File: config.mk
export PLATFORM = sky130hd
export DESIGN_NAME = iter_shifter
export DESIGN_NICKNAME = d
export VERILOG_FILES = /design/src/rtl/shift_pkg.sv /design/src/rtl/iter_shifter_step.sv /design/src/rtl/iter_shifter.sv
export SDC_FILE = /design/constraint.sdc
export NUM_CORES = 1
export LEC_CHECK = 0
export ABC_AREA = 0
export BUFFER_PORTS_ARGS = -buffer_cell sky130_fd_sc_hd__buf_2
export CORE_ASPECT_RATIO = 1.1
export CORE_MARGIN = 5
export CORE_UTILIZATION = 45
export DETAILED_ROUTE_END_ITERATION = 8
export PLACE_DENSITY = 0.67
export SYNTH_ARGS = -nofsm -noshare
export SYNTH_HDL_FRONTEND = slang
export SYNTH_HIERARCHICAL = 1
export SYNTH_SLANG_ARGS = --single-unit
File: constraint.sdc
create_clock -name clk -period 1.58 [get_ports clk]
set_input_delay 0.316 -clock clk [delete_from_list [all_inputs] [get_ports clk]]
set_output_delay 0.316 -clock clk [all_outputs]
set_load 0.01 [all_outputs]
File: src/rtl/shift_pkg.sv
`default_nettype none
// ============================================================================
//  Module      : shift_pkg
//  Description : Shared shifter op codes and iterative-shifter state encoding.
//  Revision    : 1.0  initial release
// ============================================================================
package shift_pkg;

    // Datapath shifter op encoding, shared with the ALU shifter
    localparam logic [1:0] SH_PASS = 2'b00;
    localparam logic [1:0] SH_LSL  = 2'b01;
    localparam logic [1:0] SH_LSR  = 2'b10;
    localparam logic [1:0] SH_ASR  = 2'b11;

    // Iterative shifter control states
    typedef enum logic [1:0] {
        IDLE  = 2'd0,
        SHIFT = 2'd1,
        DONE  = 2'd2
    } state_t;

endpackage : shift_pkg
`default_nettype wire

File: src/rtl/iter_shifter_step.sv
`default_nettype none
// ============================================================================
//  Module      : iter_shifter_step
//  Description : Combinational single-position shifter (pass/LSL/LSR/ASR).
//  Revision    : 1.0  initial release
// ============================================================================
module iter_shifter_step
    import shift_pkg::*;
#(
    parameter int WIDTH = 16
) (
    input  logic [WIDTH-1:0] in,
    input  logic [1:0]       shift,
    output logic [WIDTH-1:0] sout
);

    // Apply one shift step selected by the op code
    always_comb begin
        sout = in;
        case (shift)
            SH_PASS: sout = in;
            SH_LSL:  sout = {in[WIDTH-2:0], 1'b0};
            SH_LSR:  sout = {1'b0, in[WIDTH-1:1]};
            SH_ASR:  sout = {in[WIDTH-1], in[WIDTH-1:1]};
            default: sout = in;
        endcase
    end

endmodule : iter_shifter_step
`default_nettype wire

File: src/rtl/iter_shifter.sv
`default_nettype none
// ============================================================================
//  Module      : iter_shifter
//  Description : Multi-cycle shift engine, one bit position per clock.
//                start captures operand/op/amount; done pulses for one cycle
//                with the result on sout, which holds until the next done.
//  Revision    : 1.0  initial release
// ============================================================================
module iter_shifter
    import shift_pkg::*;
#(
    parameter int WIDTH = 16,
    parameter int AMT_W = 4
) (
    input  logic             clk,
    input  logic             reset,
    input  logic             start,
    input  logic [WIDTH-1:0] in,
    input  logic [1:0]       op,
    input  logic [AMT_W-1:0] amt,
    output logic             busy,
    output logic             done,
    output logic [WIDTH-1:0] sout
);

    localparam logic [AMT_W-1:0] C_CNT_ONE = AMT_W'(1);

    state_t           state_q, state_d;
    logic [WIDTH-1:0] acc_q,   acc_d;
    logic [1:0]       op_q,    op_d;
    logic [AMT_W-1:0] cnt_q,   cnt_d;
    logic [WIDTH-1:0] sout_q,  sout_d;
    logic [WIDTH-1:0] step_w;

    // Step function: the accumulator shifted one position by the captured op
    iter_shifter_step #(
        .WIDTH (WIDTH)
    ) u_step (
        .in    (acc_q),
        .shift (op_q),
        .sout  (step_w)
    );

    // Next-state, datapath updates and result capture on entry to DONE
    always_comb begin
        state_d = state_q;
        acc_d   = acc_q;
        op_d    = op_q;
        cnt_d   = cnt_q;
        sout_d  = sout_q;
        case (state_q)
            IDLE: begin
                if (start) begin
                    acc_d = in;
                    op_d  = op;
                    cnt_d = amt;
                    // Nothing to iterate: the operand is already the result
                    if ((amt == '0) || (op == SH_PASS)) begin
                        state_d = DONE;
                        sout_d  = in;
                    end else begin
                        state_d = SHIFT;
                    end
                end
            end
            SHIFT: begin
                acc_d = step_w;
                cnt_d = cnt_q - C_CNT_ONE;
                // Last step: publish the final shifted value as we enter DONE
                if (cnt_q == C_CNT_ONE) begin
                    state_d = DONE;
                    sout_d  = step_w;
                end
            end
            DONE: begin
                state_d = IDLE;
            end
            default: begin
                state_d = IDLE;
            end
        endcase
    end

    // State and datapath registers; reset aborts any operation in flight
    always_ff @(posedge clk) begin
        if (reset) begin
            state_q <= IDLE;
            acc_q   <= '0;
            op_q    <= SH_PASS;
            cnt_q   <= '0;
            sout_q  <= '0;
        end else begin
            state_q <= state_d;
            acc_q   <= acc_d;
            op_q    <= op_d;
            cnt_q   <= cnt_d;
            sout_q  <= sout_d;
        end
    end

    assign busy = (state_q != IDLE);
    assign done = (state_q == DONE);
    assign sout = sout_q;

endmodule : iter_shifter
`default_nettype wire

After elaboration in Yosys (flattened, before gate mapping)

Index checks and enable logic that the tools add are counted.

Register bits: 40
Input port bits: 25
Output and inout bits: 18
Logic and storage cells: 39

Add/subtract/negate cells: 1
Equal/unequal tests: 9
Mux-type cells: 13
Reduce and logical (&&, ||, !) cells: 11

Operator list:

| cell                | count |
|---|---|
| $mux 16             | 4 |
| $pmux 16 s2         | 2 |
| $pmux 16 s4         | 1 |
| $pmux 4 s2          | 1 |
| $eq 2x2->1 const B  | 3 |
| $logic_not 2->1     | 3 |
| $mux 2              | 3 |
| $ne 2x2->1 const B  | 3 |
| $reduce_and 2->1    | 3 |
| $eq 2x1->1 const B  | 2 |
| $eq 4x1->1 const B  | 1 |
| $logic_not 4->1     | 1 |
| $mux 4              | 1 |
| $pmux 2 s2          | 1 |
| $reduce_and 4->1    | 1 |
| $reduce_bool 2->1   | 2 |
| $sub 4x1->4 const B | 1 |
| $logic_or 1x1->1    | 1 |

Depth between registers and ports, before layout

Gate-level depths: netlist of the first run.

Depth after elaboration: 5
Gate-level depth with buffers: 7

Modules after synthesis

Netlist of the first run, hierarchy kept.

Modules (own cells, without submodules):

| module            | times used | cells an instance | area each (um^2) | sequential area each (um^2) |
|---|---|---|---|---|
| iter_shifter      | 1          | 182               | 1762.9           | 800.8 |
| iter_shifter_step | 1          | 51                | 355.3            | 0.0 |

Worst setup path after synthesis of the first run

Ideal clock, no wire load.

Path kind: register to register
Start: reg state_q[1]
End: reg sout_q[0], in the netlist sout[0]
Arrival time: 1.314 ns
Required time: 1.435 ns
Path slack: 0.121 ns
Stages on the path, launching flop included: 6
Path buffers: 1
Clock period less this slack: 1.459 ns
Cells stage by stage: dfxtp_1 > nor3b_2 > o21ai_2 > nand2_1 > buf_6 > a221oi_2

Longest elaborated chain between the ends: 3
Elaborated cells between the ends (all ways): 8
Those cells by class: eq/ne (4); mux (1); reduce/logical (3)

RTL lines:

| item                                                             | RTL line           | text |
|---|---|---|
| from (decl)                                                      | iter_shifter.sv:28 | `state_t state_q, state_d;` |
| from (signal assigned)                                           | iter_shifter.sv:93 | `state_q <= state_d;` |
| $eq 2x1->1 or $logic_not 2->1 (tied branches)                    | iter_shifter.sv:51 | `case (state_q)` |
| $ne 2x2->1 (no source line) or $reduce_bool 2->1 (tied branches) | -                  |  |
| $reduce_and 4->1 (no source line)                                | -                  |  |
| to (signal assigned)                                             | iter_shifter.sv:97 | `sout_q <= sout_d;` |
| to (decl)                                                        | iter_shifter.sv:32 | `logic [WIDTH-1:0] sout_q, sout_d;` |

Several ways; a longest one is shown, not always the timed one.
A chain may end at the register's enable or synchronous reset.

Worst setup path after layout of the first run

Start: reg state_q[1]
End: reg acc_q[8]

Longest elaborated chain between the ends: 3
Elaborated cells between the ends (all ways): 6
Those cells by class: eq/ne (2); mux (1); reduce/logical (3)

RTL lines:

| item                                                             | RTL line           | text |
|---|---|---|
| $eq 2x1->1 or $logic_not 2->1 (tied branches)                    | iter_shifter.sv:51 |  |
| $reduce_bool 2->1 (no source line) or $ne 2x2->1 (tied branches) | -                  |  |
| $reduce_and 2->1 (no source line)                                | -                  |  |
| to (signal assigned)                                             | iter_shifter.sv:88 | `acc_q <= '0;` |
| to (signal assigned)                                             | iter_shifter.sv:94 | `acc_q <= acc_d;` |
| to (decl)                                                        | iter_shifter.sv:29 | `logic [WIDTH-1:0] acc_q, acc_d;` |

Several ways; a longest one is shown, not always the timed one.

==> impl_metrics.ini, run 1 <==
[run_status]
status = completed

[clock_network]
cts.sinks = 40
cts_setup_buffers = 0
path_clk_slew_ps = 80
cts_tree = built
cts_buffers = 5
clockBufferDepth = 2
cts_root_buf = clkbuf_8
cts-htree-levels = 2
clk_latency_ps = 290
hold_buffers = 0

[synthesis]
synthTopCellsByArea = dfxtp_1, mux2i_1, a221oi_2, nor2_1, a211oi_1
synthDistinctLibCells = 33
async_reset_ff_share_pct = 0
synth-edff-count = 0
synth_xor_area_share_pct = 0
synth_area_mm2 = 0.00212
syn_area_per_cell_um2 = 9.09
synthMuxAreaShare_pct = 15.2
yosysSeqAreaShare_pct = 37.8
synth_top_area_cell = dfxtp_1
ys.flop_type = dfxtp_1
synth_commonest_cells = dfxtp_1, nor2_1, mux2i_1
synth_compound_area_share_pct = 23.7
ys_ff_latch = 40
synth.most_common_cell = dfxtp_1
synth_warnings = 6
synthAdderAreaFrac_pct = 1.18
synth-simple-area-share_pct = 14.4
netlist.area_leader.share_pct = 37.8
synth_top_family_by_area = compound AO/OA/AOI/OAI gates
syn_nets = 260
netlist_instances = 233

[die]
die_w_um = 75.4
io_pins = 43
core_mm2 = 0.00462
rows = 26
die_h_um = 82.0
start_util_pct = 45.9
die-area_mm2 = 0.00618

[cells_and_area]
final_nets = 306
final_cell_count_no_fill = 335
final_area_mm2 = 0.00251
drive_above_1_share_pct = 28.3
nFillCells = 442
fin_util_pct = 54.4
syn2layout_area_growth_pct = 18.7
diodes = 0

[placed_design]
dpl_cell_area_mm2 = 0.00243
pre_cts_ws_ps = -44.3
dpl.hpwl_um = 3650
place_congestion = 0.863
port_buffers = 42
dp.cells = 328

[timing]
fin_skew_ps = 7.29
max_freq_ghz = 0.671
period_minus_slack_ps = 1490
rsz0062_at_grt = no
timing.final.crit_share_pct = 94.3
tns_ps = 0
tightest_slew_ps = 501
hold_viol_final = 0
drv_slew = 0
slew_headroom_pct = 66.3
setup_slack_ps = 89.7
setup_viol = 0

[power]
intPower_w = 0.00172
leakage_nw = 1.00
p_sw_w = 0.000798
netSwitchingFraction_pct = 31.6
pwr-share-clk_pct = 25.9
combPwrFrac_pct = 26.6
powerDensity_mw_per_mm2 = 1000
ir_worst_vdd_mv = 0.664
pwr-share-seq_pct = 47.5

[route]
drc_errors = 0
routed_wl_um = 5110
firstDrtPassIters = 4
wl_per_cell_um = 15.3
avgViaCountPerCell = 5.36
antenna_left = 0
drtIter0Drc = 110
via_count = 1796

[setup_path]
end_kind = flop
crit_type = flop to flop
crit_fanout = 8
worst_ep_arrival_time_ps = 1660
critPathRequiredTime_ps = 1750
critPathLaunchType = flop

[grt]
gr-total-overflow = 0
grt_usage_pct = 17.5
grt_pass1_vias = 1714
grt_start_max_net_pins = 41
antenna_found_initial = 0
grt_pass1_wl_um = 8200

[job]
drv_cap = 0

[min_path]
holdCritPathClass = input port to flop
[worst max-delay path, stage by stage, from the launching register on]
cell and delay, ps:
dfxtp_1 390, nor2b_2 280, buf_4 260, mux2i_1 320
a211oi_1 110
[layout make-up]
type                       instances  area [um^2]  share of cell area, %
multi-input combinational        171         1160                   46.2
sequential                        40          801                   31.8
clock buffer                       6         72.6                   2.89
tap                               56         70.1                   2.79
inverter                           3         11.3                  0.448
timing repair buffer              58          393                   15.6
clock inverter                     1         5.00                  0.199
[worst paths after layout]
check | start | to | slack, ps | cells past startpoint
worst min-delay path | op[0] | op_q[0]$_SDFFE_PP0P_ | 280 | 3
worst max-delay path | state_q[1]$_SDFFE_PP0P_ | acc_q[8]$_SDFFE_PP0P_ | 90 | 4
worst min register to register | cnt_q[2]$_SDFFE_PP0P_ | cnt_q[2]$_SDFFE_PP0P_ | 500 | 2
worst max register to register | state_q[1]$_SDFFE_PP0P_ | acc_q[8]$_SDFFE_PP0P_ | 90 | 4
[logic make-up after synthesis]
family,Yosys count
fa+ha+maj,2
mux,32
buf+inv,22
flops,40
compound gates,63
simple gates,74
[sequential cells by signal, indices dropped and copies added (netlist names)]
name	cells
acc_q	16
cnt_q	4
sout	16
state_q	2
op_q	2
[power by group through the flow]
stage	sequential, W	clock (W)	combinational, W
after floorplan	0.00122	0	0.000456
after global placement	0.00122	0	0.000656
after detailed placement	0.00122	0	0.000669
after CTS	0.00120	0.000671	0.000671
after global routing	0.00122	0.000700	0.000737
final	0.00120	0.000653	0.000671
[routing by layer]
metal  GRT usage [%]  vias up  wire, um
li1                -      935         -
met1            22.9      818      2380
met2            28.0       38      2430
met3            4.04        5       238
met4            6.29        0        69
met5               0        -         0
[cell usage in the layout, fill, tap and decap left out, drive strengths merged]
master | netlist | final
clkinv | 0 | 1
o211ai | 1 | 1
dfxtp | 40 | 40
nor3b | 1 | 1
a32oi | 1 | 1
buf | 13 | 58
or3 | 1 | 1
nand3 | 2 | 2
nor4 | 1 | 1
o31a | 1 | 1
and3 | 1 | 1
mux2i | 31 | 31
inv | 3 | 3
a2bb2oi | 1 | 1
a22o | 2 | 2
o21ai | 17 | 17
nor3 | 1 | 1
nor2b | 1 | 1
a221oi | 16 | 16
nand2 | 26 | 26
and2b | 1 | 1
mux2 | 1 | 1
ha | 2 | 2
a21oi | 8 | 8
nor2 | 39 | 39
clkbuf | 6 | 6
a211oi | 16 | 16
[per-stage QoR]
step | total power, W | hold WS, ps
finish | 0.00252 | 275
global placement | 0.00188 | 470
detailed placement | 0.00189 | 498
CTS | 0.00254 | 268
global route | 0.00265 | 275
floorplan | 0.00168 | 449
[timing repair]
item,4_1_cts,5_1_grt
setup endpoints to repair,0,2
gates resized for setup,0,1
hold endpoints to repair,0,0
Power figures use the tool's default switching activity.
==> run 2: changes to the inputs <==
--- a/config.mk
+++ b/config.mk
@@ -11,6 +11,7 @@
 export CORE_MARGIN = 5
 export CORE_UTILIZATION = 45
 export DETAILED_ROUTE_END_ITERATION = 8
+export MAX_ROUTING_LAYER = met4
 export PLACE_DENSITY = 0.67
 export SYNTH_ARGS = -nofsm -noshare
 export SYNTH_HDL_FRONTEND = slang
==> run 2 against run 1 <==
  * Final area unchanged
  * Maximum frequency rose by 0.52%
  * Global-route usage rose by 0.46 points
  * Core utilization unchanged
  * Final cell count did not move
  * Critical path type unchanged
  * Critical endpoint unchanged
  * Largest cell class unchanged
  * Highest routed layer unchanged
==> impl_metrics.ini, run 2 (synthesized netlist as in run 1, its figures left out) <==
[power]
ir_worst_vdd_mv = 0.662
leakage_nw = 1.00
powerDensity_mw_per_mm2 = 1000

[timing]
setup_viol = 0
rsz0062_at_grt = no
period_minus_slack_ps = 1480
max_freq_ghz = 0.675
fin_skew_ps = 6.14
hold_viol_final = 0
slew_headroom_pct = 67.1
timing.final.crit_share_pct = 93.8
setup_slack_ps = 97.4
tightest_slew_ps = 489
drv_slew = 0

[clock_network]
path_clk_slew_ps = 80
clockBufferDepth = 2
cts_buffers = 5
cts-htree-levels = 2
clk_latency_ps = 290
cts_tree = built
cts.sinks = 40
hold_buffers = 0
cts_root_buf = clkbuf_8

[grt]
grt_usage_pct = 18.0
grt_start_max_net_pins = 41
antenna_found_initial = 0
grt_pass1_vias = 1712
grt_pass1_wl_um = 8180
gr-total-overflow = 0

[setup_path]
crit_fanout = 8
worst_ep_arrival_time_ps = 1650
critPathRequiredTime_ps = 1740
max_stage_delay_ps = 390
path_cells = nor2b_2 > buf_4 > mux2i_1 > a211oi_1
critPathLaunchType = flop
crit_type = flop to flop
cpMaxStageDelayCell = dfxtp_1
end_kind = flop

[cells_and_area]
drive_above_1_share_pct = 28.3
final_common_cell = buf_2
final_cell_count_no_fill = 335
final_nets = 306
diodes = 0
syn2layout_area_growth_pct = 18.7
layout_common_cells = buf_2, dfxtp_1, nor2_1

[route]
routed_wl_um = 5150
antenna_left = 0
avgViaCountPerCell = 5.39
wl_per_cell_um = 15.4
drtIter0Drc = 108
via_count = 1805
drc_errors = 0
firstDrtPassIters = 4

[die]
io_pins = 43
die_w_um = 75.4
rows = 26
die_h_um = 82.0
start_util_pct = 45.9
die-area_mm2 = 0.00618
core_mm2 = 0.00462

[placed_design]
pre_cts_ws_ps = -44.3
port_buffers = 42
dp.cells = 328
dpl.hpwl_um = 3650
place_congestion = 0.877

[run_status]
status = completed

[min_path]
holdCritPathClass = input port to flop

[job]
drv_cap = 0
[run 2: cell counts in the layout (fill, tap and decap cells not counted)]
Identical to the previous run, type by type.
[run 2: final timing paths]
check / start / endpoint / slack (ps) / cells past startpoint
setup / recovery: state_q[1]$_SDFFE_PP0P_ / acc_q[8]$_SDFFE_PP0P_ / 100 / 4
hold / removal: op[0] / op_q[0]$_SDFFE_PP0P_ / 280 / 3
hold reg to reg: cnt_q[2]$_SDFFE_PP0P_ / cnt_q[2]$_SDFFE_PP0P_ / 500 / 2
setup reg to reg: state_q[1]$_SDFFE_PP0P_ / acc_q[8]$_SDFFE_PP0P_ / 100 / 4
[run 2: area by class of cell]
cell class | count | area [um^2]
fillers | 442 | 2100
multi-input cells | 171 | 1160
flip-flops and latches | 40 | 801
repair buffers | 58 | 393
clock buffers | 6 | 72.6
well taps | 56 | 70.1
inverters | 3 | 11.3
clock inverters | 1 | 5.00
[run 2: per-stage QoR]
| stage | cell area, um^2 | utilization (%) | power (W) | setup TNS [ps] | hold slack, ps |
|---|---|---|---|---|---|
| finish | 2510 | 54.4 | 0.00252 | 0 | 277 |
| global route | 2510 | 54.4 | 0.00265 | 0 | 275 |
| CTS | 2510 | 54.4 | 0.00254 | 0 | 268 |
| detailed placement | 2430 | 52.7 | 0.00189 | -403 | 498 |
| global placement | 2430 | 52.7 | 0.00188 | 0 | 470 |
| floorplan | 2120 | - | 0.00168 | 0 | 449 |
[run 2: timing repair]
item	4_1_cts	5_1_grt
endpoints found under the hold margin	0	0
setup buffers	0	0
gates resized for setup	0	1
endpoints found under the setup margin	0	2
[run 2: power breakdown]
group	internal [W]	switching, W
registers	0.00111	0.0000859
logic	0.000311	0.000362
clock network	0.000301	0.000348
total	0.00172	0.000796
[run 2: critical path, delay by kind of cell, from the launching register on]
kind,cells,cell delay (ps)
flops,1,390
mux,1,320
simple gates,1,280
buf+inv,1,250
compound gates,1,110
[run 2: layer usage]
metal  vias to the layer above  wire length [um]  GRT usage [%]
met3                         5               255           3.55
met4                         0                67           6.29
met5                         -                 0              -
met1                       824              2410           23.1
met2                        42              2420           28.0
li1                        934                 -              -
